===== config.mk =====
export PLATFORM = sky130hd
export DESIGN_NAME = cdb_arbiter
export DESIGN_NICKNAME = d
export VERILOG_FILES = /design/src/rtl/cdb_arbiter.sv
export SDC_FILE = /design/constraint.sdc
export NUM_CORES = 1
export LEC_CHECK = 0
export CAP_MARGIN = 20
export CORE_ASPECT_RATIO = 0.7
export CORE_MARGIN = 2
export CORE_UTILIZATION = 40
export CTS_BUF_LIST = sky130_fd_sc_hd__clkbuf_4
export CTS_CLUSTER_DIAMETER = 60
export DETAILED_ROUTE_END_ITERATION = 16
export PLACE_DENSITY_LB_ADDON = 0.05
export SKIP_CTS_REPAIR_TIMING = 1
export SLEW_MARGIN = 20
export SYNTH_ARGS = -nofsm -noshare
export SYNTH_HDL_FRONTEND = slang
export SYNTH_SLANG_ARGS = --single-unit

===== constraint.sdc =====
create_clock -name clk -period 8.5 [get_ports clk]
set_clock_uncertainty 0.1 [all_clocks]
set_input_delay 2.55 -clock clk [delete_from_list [all_inputs] [get_ports clk]]
set_output_delay 2.55 -clock clk [all_outputs]
set_load 0.1 [all_outputs]

===== src/rtl/cdb_arbiter.sv =====
// Common data bus arbiter: grants one functional-unit result per cycle and drives a registered broadcast.
// Define CDB_FIXED_PRIO_EN for fixed lowest-index-wins priority; the default build is round-robin.
module cdb_arbiter #(
    parameter int                NUM_REQ     = 5,
    parameter int                TAG_W       = 5,
    parameter int                DATA_W      = 32,
    parameter logic [TAG_W-1:0]  INVALID_TAG = {TAG_W{1'b1}}
) (
    input  logic                        clk,
    input  logic                        rst,
    input  logic                        flush,
    input  logic [NUM_REQ-1:0]          req_valid,
    input  logic [NUM_REQ*TAG_W-1:0]    req_tag,
    input  logic [NUM_REQ*DATA_W-1:0]   req_val,
    output logic [NUM_REQ-1:0]          req_ready,
    output logic                        out_broadcast,
    output logic [TAG_W-1:0]            out_tag,
    output logic [DATA_W-1:0]           out_val,
    output logic [2:0]                  out_src,
    output logic                        err_inv_tag
);

    logic [NUM_REQ-1:0] grant;
    logic               grant_any;
    logic [2:0]         grant_idx;
    logic [TAG_W-1:0]   grant_tag;
    logic [DATA_W-1:0]  grant_val;

    logic               bcast_d, bcast_q;
    logic [TAG_W-1:0]   tag_d, tag_q;
    logic [DATA_W-1:0]  val_d, val_q;
    logic [2:0]         src_d, src_q;
    logic               err_d, err_q;

`ifdef CDB_FIXED_PRIO_EN
    // Scanning downward lets the lowest valid index overwrite any higher one.
    always_comb begin
        grant_any = 1'b0;
        grant_idx = '0;
        if (!rst && !flush) begin
            for (int i = NUM_REQ - 1; i >= 0; i--) begin
                if (req_valid[i]) begin
                    grant_any = 1'b1;
                    grant_idx = 3'(i);
                end
            end
        end
    end
`else
    logic [2:0] rr_ptr_d, rr_ptr_q;

    function automatic logic [2:0] rr_index(input logic [2:0] base, input int off);
        int sum;
        sum = int'(base) + off;
        if (sum >= NUM_REQ) sum = sum - NUM_REQ;
        return 3'(sum);
    endfunction

    // NOTE: every always_comb output gets a default before any branch, so no latch is inferred.
    always_comb begin
        grant_any = 1'b0;
        grant_idx = '0;
        if (!rst && !flush) begin
            for (int off = 0; off < NUM_REQ; off++) begin
                if (!grant_any && req_valid[rr_index(rr_ptr_q, off)]) begin
                    grant_any = 1'b1;
                    grant_idx = rr_index(rr_ptr_q, off);
                end
            end
        end
    end

    always_comb begin
        rr_ptr_d = rr_ptr_q;
        if (grant_any) begin
            rr_ptr_d = (grant_idx == 3'(NUM_REQ - 1)) ? 3'd0 : grant_idx + 3'd1;
        end
    end

    always_ff @(posedge clk) begin
        if (rst) rr_ptr_q <= '0;
        else     rr_ptr_q <= rr_ptr_d;
    end
`endif

    always_comb begin
        grant = '0;
        if (grant_any) grant[grant_idx] = 1'b1;
    end

    assign grant_tag = req_tag[grant_idx*TAG_W +: TAG_W];
    assign grant_val = req_val[grant_idx*DATA_W +: DATA_W];
    assign req_ready = grant;

    // An invalid-tag grant is consumed but reported instead of broadcast; value and source hold.
    always_comb begin
        bcast_d = 1'b0;
        tag_d   = INVALID_TAG;
        val_d   = val_q;
        src_d   = src_q;
        err_d   = 1'b0;
        if (grant_any) begin
            if (grant_tag == INVALID_TAG) begin
                err_d = 1'b1;
            end else begin
                bcast_d = 1'b1;
                tag_d   = grant_tag;
                val_d   = grant_val;
                src_d   = grant_idx;
            end
        end
    end

    // NOTE: sequential state uses non-blocking assignments so all flops update together at the edge.
    always_ff @(posedge clk) begin
        if (rst) begin
            bcast_q <= 1'b0;
            tag_q   <= INVALID_TAG;
            val_q   <= '0;
            src_q   <= '0;
            err_q   <= 1'b0;
        end else begin
            bcast_q <= bcast_d;
            tag_q   <= tag_d;
            val_q   <= val_d;
            src_q   <= src_d;
            err_q   <= err_d;
        end
    end

    assign out_broadcast = bcast_q;
    assign out_tag       = tag_q;
    assign out_val       = val_q;
    assign out_src       = src_q;
    assign err_inv_tag   = err_q;

endmodule


==> flow_metrics.tcl <==
set metrics [dict create \
    final_common_cell "clkdlybuf4s50_1" \
    die_width_um 128 \
    seq_area_frac_synth_pct 20.9 \
    drive_gt1_share_pct 10.7 \
    whs_endpoint "out_val[4]" \
    cts_tree "yes" \
    synthToLayoutAreaGrowth_pct 60.6 \
    synthAdderAreaFrac_pct 3.37 \
    sw_frac_of_total_pct 54.0 \
    setup_slack_ps 204 \
    path_class "in2out" \
    start_util_pct 41.4 \
    yosys-top-cells-area "dfxtp_1 (21%), mux2i_1 (11%), mux2_2 (9.1%)" \
    fill_cells 854 \
    min_from "out_val[4]" \
    clk_pin_slew_worst_paths_ps 120 \
    endpoint_kind "output port" \
    wl_per_cell_um 19.2 \
    setup_viol 0 \
    htreeDepth 2 \
    grt_setup_unrepaired "false" \
    muxShareOfSynthArea_pct 20.4 \
    io_pins 240 \
    drtIter0Drc 278 \
    p_total_mw 1.60 \
    max-slew-margin-rel_pct 28.5 \
    vias 5102 \
    io_buffer_count 239 \
    clk_latency_ps 370 \
    drv_cap 0 \
    synth_top_cell_area_share_pct 20.9 \
    grt_pass1_wl_um 25600 \
    seq_power_share_pct 17.7 \
    combPwrFrac_pct 74.0 \
    synth_top_family_by_area "compound AO/OA/AOI/OAI gates" \
    seqCellArea_sq_um 901 \
    nets 943 \
    core_area_sq_um 10400 \
    firstDrtPassIters 5 \
    cts_buffer_depth 2 \
    dp_slack_ps 131 \
    crit_start "req_valid[2]" \
    hpwl_um 12800 \
    power_density_nw_per_um2 231 \
    multi_input_area_sq_um 3190 \
    fin_crit_ps 8300 \
    dominantRegCellSynth "dfxtp_1" \
    cts_buffers 5 \
    postLayoutCoreUtil_pct 66.6 \
    crit_arrival_ps 5650 \
    layout_common_cells "clkdlybuf4s50_1 (233), nor2_1 (56), mux2i_1 (46), dfxtp_1 (45), nand4b_1 (36)" \
    cts-root-buf "clkbuf_4" \
    antenna_found_initial 1 \
    netlist.top_cell.by_area "dfxtp_1" \
    synthXorXnorAreaFrac_pct 1.02 \
    via_per_inst 5.85 \
    min_path_cells 2 \
    rr_endpoint "out_val[15]" \
    worstHoldPathType "reg2reg" \
    syn-cell-area_sq_um 4310 \
    synth-compound-area-share_pct 26.3 \
    required_ps 5850 \
    synth.avg_cell_area_sq_um 8.25 \
    globalRouteOverflowTotal 0 \
    gp_congestion 0.927 \
    wl_um 16700 \
    yosys.area_share.simple_pct 22.7 \
    grt_max_degree 45 \
    fmax_mhz 121 \
    synth_edf_count 0 \
    rows 31 \
    postSynthCellCount 522 \
    grt_pass1_vias 4958 \
    cp_max_fo 9 \
    dieHeight_um 90.8 \
    fp.dieArea_sq_um 11600 \
    clock_sinks 45 \
    syn-num-nets 726 \
    async_reset_ff_share_pct 0 \
    grtUsageTotal_pct 27.6 \
    ys_ff_latch 45 \
    worstMarginPinSlew_ps 1070 \
    drc 0 \
    hold_viol 0 \
    outcome "finished, final reports clean" \
    ant_nets 0 \
    setup-tns-final_ps 0 \
    min_period_over_period_pct 97.6 \
    ir_drop_mv 0.109 \
    switchingPower_mw 0.864 \
    reg2reg_slack_ps 2610 \
    power_frac_clock_pct 8.3 \
    start_kind "input port" \
    p_int_mw 0.735 \
    yosys.cell_types.count 64 \
    r2r_cells 16 \
    ys_warn_count 0 \
    leakagePower_nw 2.77 \
    drv_slew 0 \
    r2r_start "rr_ptr_q[0]" \
]
## metrics by stage
stage	hold WS [ps]	instance area [sq um]	std cells
6_report	397	6920	872
3_3_place_gp	377	6830	864
2_1_floorplan	606	4310	522
3_5_place_dp	379	6830	864
5_1_grt	420	6920	872
4_1_cts	399	6910	871
## worst max-delay path, cell delays in order
cell and delay (ps):
clkdlybuf4s50_1 580, mux2_2 350, o32ai_2 280, a21o_1 200
o2111ai_1 180, nor4b_4 490, a21oi_1 230, nand2_2 210
nand2_1 140, nor2_1 220, buf_12 210
## state kept, by name, summed over array words and instances (netlist names)
register and cells:
out_broadcast 1, out_tag 5, rr_ptr_q 3, err_inv_tag 1, out_src 3, out_val 32
## layer usage
| metal | global-route usage, % | wire (um) | vias to the layer above |
|---|---|---|---|
| li1 | - | - | 2445 |
| met3 | 5.81 | 1150 | 14 |
| met5 | 0 | 0 | - |
| met2 | 47.0 | 7940 | 223 |
| met1 | 36.4 | 7490 | 2420 |
| met4 | 4.49 | 155 | 0 |
## power by group through the flow
stage	Sequential (mW)	Combinational (mW)	Clock, mW
after floorplan	0.601	0.530	0
after global placement	0.285	1.16	0
after detailed placement	0.287	1.17	0
after CTS	0.283	1.18	0.136
after global routing	0.289	1.25	0.145
final	0.283	1.18	0.132
## cell families (layout without fill, tap and decap cells)
| family | count (synthesis) | after routing |
|---|---|---|
| XOR/XNOR | 5 | 5 |
| flip-flops | 45 | 45 |
| AO/OA/AOI/OAI | 158 | 158 |
| other | 0 | 1 |
| AND/OR/NAND/NOR | 168 | 168 |
| adder cells (fa/ha/maj) | 11 | 11 |
| buffers and inverters | 53 | 270 |
| multiplexers | 82 | 82 |
## area by class of cell
cell class	count	share of cell area [%]
diodes	1	0.0362
clock buffers	5	0.543
clock inverters	2	0.506
inverters	11	0.597
multi-input cells	424	46.2
flip-flops and latches	45	13.0
well taps	132	2.39
repair buffers	252	36.8
## how the worst max path moves through the flow
stage                               to  slack [ps]
after floorplan           req_ready[0]        -320
after global placement    req_ready[0]         210
after detailed placement  req_ready[0]         130
after CTS                 req_ready[0]         130
after global routing      req_ready[0]          50
final                     req_ready[0]         200
## Yosys cell counts, types with 4 or more instances
library cell and instances:
nor2_1 56, mux2i_1 46, dfxtp_1 45, nand4b_1 36, a221oi_1 35, mux2_2 35
o21ai_1 29, buf_2 21, nand2_1 19, a21oi_1 18, clkbuf_1 14, o21ai_0 14
ha_1 10, nor2b_1 10, nand2b_1 8, nand3_1 7, a21o_1 6, and2_1 6
inv_1 6, a211oi_1 5, a22oi_1 5, buf_1 5, o211ai_1 5, xnor2_1 5
a211o_1 4, a31oi_1 4, and3_1 4, inv_2 4, nor3_1 4
No activity file was read; power rests on OpenSTA's default activity.
